$ cat src/rtl/bxu_io_pkg.sv
// bxu_io_pkg
//   Shared definitions for the BXU op I/O channel block: FSM state encodings,
//   completion error codes, the default data width and a channel range helper.
//   No ports (package).

package bxu_io_pkg;

    localparam int DATA_BITWIDTH_DFLT = 8;

    localparam logic [1:0] ST_IDLE     = 2'd0;
    localparam logic [1:0] ST_IN_WAIT  = 2'd1;
    localparam logic [1:0] ST_OUT_WAIT = 2'd2;
    localparam logic [1:0] ST_DONE     = 2'd3;

    localparam logic [1:0] IO_ERR_NONE    = 2'd0;
    localparam logic [1:0] IO_ERR_BAD_CH  = 2'd1;
    localparam logic [1:0] IO_ERR_TIMEOUT = 2'd2;

    function automatic logic ch_legal(input int unsigned ch, input int unsigned ch_num);
        return ch < ch_num;
    endfunction

endpackage

$ cat src/rtl/op_io_chsel.sv
// op_io_chsel
//   Channel select for op_io_chan: one-hot decode of the latched channel index
//   into the per-channel ready/valid vectors, plus the input word mux and the
//   handshake-complete flags for the selected channel.
// Ports
//   ch            in   latched channel index (always < CH_NUM when enabled)
//   in_en/out_en  in   FSM is in the input / output wait state
//   io_in_data    in   packed per-channel input words
//   io_in_valid   in   per-channel input valid
//   io_out_ready  in   per-channel output ready
//   io_in_ready   out  per-channel input ready, one-hot or zero
//   io_out_valid  out  per-channel output valid, one-hot or zero
//   in_word       out  input word of the selected channel
//   in_fire       out  input handshake on the selected channel this cycle
//   out_fire      out  output handshake on the selected channel this cycle

module op_io_chsel
    import bxu_io_pkg::*;
#(
    parameter int DATA_BITWIDTH = DATA_BITWIDTH_DFLT,
    parameter int CH_NUM        = 4,
    parameter int CH_BITWIDTH   = 2
) (
    input  logic [CH_BITWIDTH-1:0]          ch,
    input  logic                            in_en,
    input  logic                            out_en,
    input  logic [CH_NUM*DATA_BITWIDTH-1:0] io_in_data,
    input  logic [CH_NUM-1:0]               io_in_valid,
    input  logic [CH_NUM-1:0]               io_out_ready,
    output logic [CH_NUM-1:0]               io_in_ready,
    output logic [CH_NUM-1:0]               io_out_valid,
    output logic [DATA_BITWIDTH-1:0]        in_word,
    output logic                            in_fire,
    output logic                            out_fire
);

    logic [CH_NUM-1:0] sel;

    always_comb begin
        sel     = '0;
        in_word = '0;
        for (int k = 0; k < CH_NUM; k++) begin
            if (32'(ch) == k) begin
                sel[k]  = 1'b1;
                in_word = io_in_data[k*DATA_BITWIDTH +: DATA_BITWIDTH];
            end
        end
    end

    // Driven from FSM state only; the peer's valid/ready never reaches these.
    assign io_in_ready  = in_en  ? sel : '0;
    assign io_out_valid = out_en ? sel : '0;

    assign in_fire  = |(io_in_valid  & io_in_ready);
    assign out_fire = |(io_out_ready & io_out_valid);

endmodule

$ cat src/rtl/op_io_chan.sv
// op_io_chan
//   Multi-channel blocking I/O port for the BXU op datapath. One op = one
//   valid/ready handshake on channel op_ch, completed by a one-cycle op_done.
//   Optional wait-state timeout: define BXU_IO_TIMEOUT_EN.
// Ports
//   clk, rst_n            core clock, synchronous active-low reset
//   op_in_req/op_out_req  read / write request (read wins when both high)
//   op_ch, op_wdata       channel index and write word, sampled with request
//   op_rdata              read word, valid with op_done and held after
//   op_done/op_busy       completion pulse / transaction in progress
//   op_err                aborted or illegal op, qualified by op_done
//   io_in_*               per-channel input stream (data packed by channel)
//   io_out_*              shared output word, per-channel valid/ready
//
//   state    | meaning
//   ---------+-----------------------------------------------
//   IDLE     | waiting for a request
//   IN_WAIT  | io_in_ready[ch] high, waiting for io_in_valid
//   OUT_WAIT | io_out_valid[ch] high, waiting for io_out_ready
//   DONE     | op_done pulse, back to IDLE next cycle

module op_io_chan
    import bxu_io_pkg::*;
#(
    parameter int DATA_BITWIDTH  = DATA_BITWIDTH_DFLT,
    parameter int CH_NUM         = 4,
    parameter int CH_BITWIDTH    = 2,
    parameter int TIMEOUT_CYCLES = 1024
) (
    input  logic                            clk,
    input  logic                            rst_n,
    input  logic                            op_in_req,
    input  logic                            op_out_req,
    input  logic [CH_BITWIDTH-1:0]          op_ch,
    input  logic [DATA_BITWIDTH-1:0]        op_wdata,
    output logic [DATA_BITWIDTH-1:0]        op_rdata,
    output logic                            op_done,
    output logic                            op_busy,
    output logic                            op_err,
    input  logic [CH_NUM*DATA_BITWIDTH-1:0] io_in_data,
    input  logic [CH_NUM-1:0]               io_in_valid,
    output logic [CH_NUM-1:0]               io_in_ready,
    output logic [DATA_BITWIDTH-1:0]        io_out_data,
    output logic [CH_NUM-1:0]               io_out_valid,
    input  logic [CH_NUM-1:0]               io_out_ready
);

    logic [1:0]               state_q, state_d;
    logic [CH_BITWIDTH-1:0]   ch_q, ch_d;
    logic [DATA_BITWIDTH-1:0] rdata_q, rdata_d;
    logic [DATA_BITWIDTH-1:0] out_data_q, out_data_d;
    logic [1:0]               err_q, err_d;

    logic                     in_en, out_en, in_fire, out_fire;
    logic [DATA_BITWIDTH-1:0] in_word;
    logic                     ch_ok;

`ifdef BXU_IO_TIMEOUT_EN
    localparam int CNT_W = $clog2(TIMEOUT_CYCLES);
    localparam logic [CNT_W-1:0] CNT_LAST = CNT_W'(TIMEOUT_CYCLES - 1);
    logic [CNT_W-1:0] cnt_q, cnt_d;
    logic             tmo;
    assign tmo = (cnt_q == CNT_LAST);
`else
    logic unused_timeout;
    assign unused_timeout = (TIMEOUT_CYCLES > 1);
`endif

    assign in_en  = (state_q == ST_IN_WAIT);
    assign out_en = (state_q == ST_OUT_WAIT);
    assign ch_ok  = ch_legal(32'(op_ch), CH_NUM);

    op_io_chsel #(
        .DATA_BITWIDTH (DATA_BITWIDTH),
        .CH_NUM        (CH_NUM),
        .CH_BITWIDTH   (CH_BITWIDTH)
    ) u_chsel (
        .ch           (ch_q),
        .in_en        (in_en),
        .out_en       (out_en),
        .io_in_data   (io_in_data),
        .io_in_valid  (io_in_valid),
        .io_out_ready (io_out_ready),
        .io_in_ready  (io_in_ready),
        .io_out_valid (io_out_valid),
        .in_word      (in_word),
        .in_fire      (in_fire),
        .out_fire     (out_fire)
    );

    always_comb begin
        state_d    = state_q;
        ch_d       = ch_q;
        rdata_d    = rdata_q;
        out_data_d = out_data_q;
        err_d      = err_q;
`ifdef BXU_IO_TIMEOUT_EN
        cnt_d      = cnt_q;
`endif
        case (state_q)
            ST_IDLE: begin
                if (op_in_req || op_out_req) begin
`ifdef BXU_IO_TIMEOUT_EN
                    cnt_d = '0;
`endif
                    if (!ch_ok) begin
                        // Illegal channel: complete at once, no channel or output word touched.
                        state_d = ST_DONE;
                        rdata_d = '0;
                        err_d   = IO_ERR_BAD_CH;
                    end else begin
                        ch_d  = op_ch;
                        err_d = IO_ERR_NONE;
                        if (op_in_req) begin
                            state_d = ST_IN_WAIT;
                        end else begin
                            state_d    = ST_OUT_WAIT;
                            out_data_d = op_wdata;
                        end
                    end
                end
            end
            ST_IN_WAIT: begin
                if (in_fire) begin
                    rdata_d = in_word;
                    state_d = ST_DONE;
                end
`ifdef BXU_IO_TIMEOUT_EN
                else if (tmo) begin
                    rdata_d = '0;
                    err_d   = IO_ERR_TIMEOUT;
                    state_d = ST_DONE;
                end else begin
                    cnt_d = cnt_q + 1'b1;
                end
`endif
            end
            ST_OUT_WAIT: begin
                if (out_fire) begin
                    state_d = ST_DONE;
                end
`ifdef BXU_IO_TIMEOUT_EN
                else if (tmo) begin
                    rdata_d = '0;
                    err_d   = IO_ERR_TIMEOUT;
                    state_d = ST_DONE;
                end else begin
                    cnt_d = cnt_q + 1'b1;
                end
`endif
            end
            default: begin
                state_d = ST_IDLE;
            end
        endcase
    end

    always_ff @(posedge clk) begin
        if (!rst_n) begin
            state_q    <= ST_IDLE;
            ch_q       <= '0;
            rdata_q    <= '0;
            out_data_q <= '0;
            err_q      <= IO_ERR_NONE;
`ifdef BXU_IO_TIMEOUT_EN
            cnt_q      <= '0;
`endif
        end else begin
            state_q    <= state_d;
            ch_q       <= ch_d;
            rdata_q    <= rdata_d;
            out_data_q <= out_data_d;
            err_q      <= err_d;
`ifdef BXU_IO_TIMEOUT_EN
            cnt_q      <= cnt_d;
`endif
        end
    end

    assign op_rdata    = rdata_q;
    assign io_out_data = out_data_q;
    assign op_done     = (state_q == ST_DONE);
    assign op_busy     = (state_q != ST_IDLE);
    assign op_err      = op_done && (err_q != IO_ERR_NONE);

endmodule

$ cat config.mk
export PLATFORM = sky130hd
export DESIGN_NAME = op_io_chan
export DESIGN_NICKNAME = d
export VERILOG_FILES = /design/src/rtl/bxu_io_pkg.sv /design/src/rtl/op_io_chsel.sv /design/src/rtl/op_io_chan.sv
export SDC_FILE = /design/constraint.sdc
export NUM_CORES = 1
export LEC_CHECK = 0
export BUFFER_PORTS_ARGS = -buffer_cell sky130_fd_sc_hd__buf_2
export CORE_AREA = 2 2 69 45
export CTS_BUF_LIST = sky130_fd_sc_hd__clkbuf_4 sky130_fd_sc_hd__clkbuf_8
export DETAILED_ROUTE_END_ITERATION = 16
export DIE_AREA = 0 0 71 47
export PLACE_DENSITY = 0.85
export SLEW_MARGIN = 20
export SYNTH_ARGS = -nofsm -noshare
export SYNTH_HDL_FRONTEND = slang
export SYNTH_SLANG_ARGS = --single-unit
$ cat constraint.sdc
create_clock -name clk -period 3.8 [get_ports clk]
set_input_delay 0 -clock clk [delete_from_list [all_inputs] [get_ports clk]]
set_output_delay 0 -clock clk [all_outputs]
set_load 0.02 [all_outputs]
# ---- Word level (Yosys, flattened, before mapping)
# Cells that the tools add are included.
dict set report classes {
  mux 15
  n_bitwise 3
  reduce_logical 10
  eq_ne 9
}
# operator count
set op_table {}
lappend op_table {{2-to-1 mux 8 bit} 4}
lappend op_table {{bitwise AND 4 bit} 2}
lappend op_table {{== test 2 bit (second input constant)} 4}
lappend op_table {{2-to-1 mux 2 bit} 4}
lappend op_table {{2-to-1 mux 4 bit} 2}
lappend op_table {{OR reduction 4 bit} 2}
lappend op_table {{inequality test 2 bit (second input constant)} 3}
lappend op_table {{case mux 2 bit (3 select lines)} 1}
lappend op_table {{AND reduction 3 bit} 2}
lappend op_table {{== test 2 x 1 -> 1 bit (second input constant)} 2}
lappend op_table {{logical NOT 2 bit} 2}
lappend op_table {{2-to-1 mux 1 bit} 4}
lappend op_table {{AND reduction 2 bit} 2}
lappend op_table {{nonzero test 2 bit} 1}
lappend op_table {{logical OR 1 bit} 1}
lappend op_table {{NOT 1 bit} 1}
dict set report word_totals {
  inputBits 54
  register_bits 20
  out_inout_bits 27
}

# ---- Depth between registers and ports, before layout
dict set report depth {
  word_depth 7
  ltp_mapped 6
}

# ---- Cells and area by module
# A second synthesis with hierarchy kept.
dict set report hier_totals {
  cells_unflattened 121
  hier_area_um2 1283.7
}
# mod n_inst area_each_um2 cells_per_inst
set modules_own_cells {}
lappend modules_own_cells {op_io_chan 1 932.1 97}
lappend modules_own_cells {op_io_chsel 1 351.6 24}

# ---- Worst setup path before layout
# No wires, ideal clock.
dict set report synth_path {
  path_kind {flip-flop to flip-flop}
  from {register state_q[1]}
  to {register rdata_q[7], in the netlist op_rdata[7]}
  setup_ps 128
  required_ps 3672
  synth_period_minus_slack_ps 1442
  t_arrival_ps 1315
  path_stages_with_launch 7
  n_path_buf 0
  slack_ps 2358
  cell_sequence {dfxtp_1 inv_1 ha_1 nand2_1 o22ai_4 mux2i_1 nor2_1}
}
dict set report synth_via {
  elab_chain_len 5
}
# item line_no
set synth_rtl {}
lappend synth_rtl {{start, declared} op_io_chan.sv:48} ;# logic [1:0] state_q, state_d;
lappend synth_rtl {{start signal, assigned} op_io_chan.sv:169} ;# state_q <= state_d;
lappend synth_rtl {{== test 2 x 1 -> 1 bit *} {op_io_chan.sv:69, op_io_chan.sv:100}}
lappend synth_rtl {{2-to-1 mux 4 bit} op_io_chsel.sv:51} ;# assign io_in_ready = in_en ? sel : '0;
lappend synth_rtl {{bitwise AND 4 bit} op_io_chsel.sv:54} ;# assign in_fire = |(io_in_valid & io_in_ready);
lappend synth_rtl {{OR reduction 4 bit} op_io_chsel.sv:54}
lappend synth_rtl {{AND reduction 2 bit (no line) *} --}
lappend synth_rtl {{end signal, assigned} op_io_chan.sv:171} ;# rdata_q <= rdata_d;
lappend synth_rtl {{end, declared} op_io_chan.sv:50} ;# logic [DATA_BITWIDTH-1:0] rdata_q, rdata_d;
# Every way passes the cells marked *; elsewhere a longest branch is shown, timed or not.
# A chain may end at the register's enable or synchronous reset.

# ---- Worst setup path in the final report
dict set report layout_path {
  from {register ch_q[0]}
  to {register rdata_q[3], in the netlist op_rdata[3]}
}
dict set report layout_via {
  elab_chain_len 6
  word_cells_on_any_way 16
  classes_between {eq/ne (3); mux (9); bitwise (1); reduce/logical (3)}
}
# item line_no
set layout_rtl {}
lappend layout_rtl {{start, declared} op_io_chan.sv:49} ;# logic [CH_BITWIDTH-1:0] ch_q, ch_d;
lappend layout_rtl {{start signal, assigned} op_io_chan.sv:170} ;# ch_q <= ch_d;
lappend layout_rtl {{== test 2 x 1 -> 1 bit, or another cell as far along} op_io_chsel.sv:43} ;# if (32'(ch) == k) begin
lappend layout_rtl {{2-to-1 mux 1 bit} op_io_chsel.sv:43}
lappend layout_rtl {{2-to-1 mux 4 bit} op_io_chsel.sv:51}
lappend layout_rtl {{bitwise AND 4 bit} op_io_chsel.sv:54}
lappend layout_rtl {{OR reduction 4 bit} op_io_chsel.sv:54}
lappend layout_rtl {{AND reduction 2 bit (no line)} --}
# Parallel ways exist; a longest one is shown, timed or not.

==> results.sh <==
export IMPL_initial_core_util_pct=44.0
export IMPL_path_clk_slew_ns=0.07
export IMPL_core_area_um2=2720
export IMPL_dieHeight_um=47
export IMPL_rsz0062_at_grt="no"
export IMPL_hold_viol_final=0
export IMPL_first_pass_iters=4
export IMPL_fin_crit_ns=2.00
export IMPL_reg2reg_to="op_rdata[3]"
export IMPL_drt_wirelength_per_cell_um=12.2
export IMPL_dieArea_um2=3340
export IMPL_synth_edf_count=0
export IMPL_dieWidth_um=71
export IMPL_r2r_slack_ns=1.80
export IMPL_grt_max_degree=21
export IMPL_fin_worst_skew_ns=0.00555
export IMPL_overflow=0
export IMPL_path_max_fanout=18
export IMPL_cts_made_buffers=3
export IMPL_crit_type="reg -> reg"
export IMPL_synth_top_cell_area_share_pct=33.5
export IMPL_synthDistinctLibCells=27
export IMPL_rr_worst_depth=4
export IMPL_cp_start_kind="flip-flop"
export IMPL_p_per_area_nw_per_um2=509
export IMPL_drive_above_1_share_pct=47.5
export IMPL_areaGrowthSynthToFinish_pct=47.0
export IMPL_cts_max_path_buffers=2
export IMPL_syn_area_per_cell_um2=10.5
export IMPL_fin_nets=259
export IMPL_setup_violations=0
export IMPL_status="completed"
export IMPL_tightest_slew_ns=0.914
export IMPL_ys_seq_area_share_pct=33.5
export IMPL_synth_seq_cells=20
export IMPL_critical_path_endpoint_type="flip-flop"
export IMPL_wl_mm=2.86
export IMPL_async_flop_share_pct=0
export IMPL_synthesis_instances=114
export IMPL_io_pins=81
export IMPL_max_cap_viol_count=0
export IMPL_rows=15
export IMPL_total_leakage_power_nw=0.899
export IMPL_portBuffers=79
export IMPL_whs_path_depth=4
export IMPL_clockRootBuffer="clkbuf_8"
export IMPL_place_gp_congestion=0.680
export IMPL_detail_route_iter0_violations=22
export IMPL_grt_pass1_vias=1035
export IMPL_synthFlopType="dfxtp_1"
export IMPL_post_cts_buffers=0
export IMPL_final_cells=234
export IMPL_hold_buffers=10
export IMPL_dpl_hpwl_mm=2.19
export IMPL_synth_fp_nets=172
export IMPL_antenna_found_initial=0
export IMPL_cts_resized=0
export IMPL_period_share_pct=52.6
export IMPL_hold_start="io_in_data[31]"
export IMPL_vias_per_cell=4.85
export IMPL_dpl_cell_count=220
export IMPL_drtAntennaViolNets=0
export IMPL_synth_area_leader_cell="dfxtp_1"
export IMPL_netlist_top_cells_area="dfxtp_1 33%, mux2i_1 16%, mux4_2 9.4%, nor2_1 7.8%, mux4_1 6.6%"
export IMPL_arrival_ns=2.12
export IMPL_hold_path_end="op_rdata[7]"
export IMPL_post_route_util_pct=64.6
export IMPL_grt_use_total_pct=17.6
export IMPL_slew_headroom_pct=39.0
export IMPL_fmax_ghz=0.500
export IMPL_drc=0
export IMPL_slew_violations=0
export IMPL_fin_ws_ns=1.80
export IMPL_syn_area_um2=1200
export IMPL_ir_drop_uv=297
export IMPL_r2r_start="ch_q[0]"
export IMPL_synth_warning_count=0
export IMPL_tritoncts="done"
export IMPL_vias=1136
export IMPL_critPathRequiredTime_ns=3.92
export IMPL_setup_tns_ns=0
export IMPL_htree_num_levels=1
export IMPL_numClockSinks=20
export IMPL_hp_class="in -> reg"
export IMPL_n_antenna_cell=0
export IMPL_grt_pass1_wl_mm=4.40
export IMPL_clk_insertion_delay_late_ns=0.25
export IMPL_pre_cts_slack_ns=1.78
[cells by family after synthesis]
kind of cell	synth area share, %
simple gates	13.3
mux	35.1
flops	33.5
buf+inv	5.86
compound gates	7.74
fa+ha+maj	4.18
other cells	0.314
[placed cells by master, fill, tap and decap left out, types with 3 or more instances in the layout]
| cell type | instances |
|---|---|
| mux4_1 | 3 |
| buf_2 | 79 |
| a21oi_1 | 4 |
| dfxtp_1 | 20 |
| dlygate4sd3_1 | 10 |
| ha_1 | 4 |
| mux2i_1 | 19 |
| nor2_1 | 25 |
| mux4_2 | 5 |
| clkbuf_8 | 3 |
| inv_1 | 6 |
[layout make-up]
type                            count  area [um^2]
Timing Repair Buffer               89          495
Sequential cell                    20          400
Fill cell                         232          963
Inverter                            6         22.5
Clock buffer                        3         41.3
Multi-Input combinational cell     81          726
Tap cell                           34         42.5
Clock inverter                      1         30.0
[through the flow]
step / instance area (um^2) / power (W) / hold WS (ns)
after CTS: 1760 / 0.000901 / 0.195
after global placement: 1590 / 0.000677 / 0.229
after floorplan: 1200 / 0.000590 / 0.144
after global routing: 1760 / 0.000956 / 0.209
after detailed placement: 1590 / 0.000684 / 0.240
final: 1760 / 0.000895 / 0.191
[worst max path at each step]
stage | from | endpoint
2_1_floorplan | state_q[1] | op_rdata[7]
3_3_place_gp | ch_q[0] | op_rdata[4]
3_5_place_dp | ch_q[0] | op_rdata[6]
4_1_cts | ch_q[0] | op_rdata[3]
5_1_grt | ch_q[0] | op_rdata[3]
6_report | ch_q[0] | op_rdata[3]
[worst max-delay path, cell delays in order (launching register included)]
cell	delay, ns
dfxtp_1	0.92
mux2i_2	0.21
o22ai_4	0.40
mux2i_1	0.26
nor2_1	0.06
[synth_stat cells, types with 2 or more instances]
master and count:
nand4_1 2, a31o_1 2, ha_1 4, clkbuf_1 2, mux2i_1 19, inv_1 6, nand2_1 2, mux2i_2 2
mux4_2 5, a21oi_1 4, buf_2 2, dfxtp_1 20, buf_6 2, mux4_1 3, and2_1 2, nor2_1 25
nand2b_1 2
[power by group]
group / internal [W] / total, W / switching [W]
Sequential: 0.000244 / 0.000285 / 0.0000410
Combinational: 0.000193 / 0.000403 / 0.000211
Clock: 0.000140 / 0.000207 / 0.0000661
[layer usage]
metal	up-vias	wire length [um]	global-route usage [%]
li1	572	-	-
met5	-	0	0
met4	0	10	3.40
met3	2	287	6.44
met2	54	1290	32.3
met1	508	1270	20.8
[sequential cells by signal (all words and copies together) (netlist names)]
name	cells
io_out_data	8
op_rdata	8
ch_q	2
state_q	2
No activity file was read; power rests on OpenSTA's default activity.
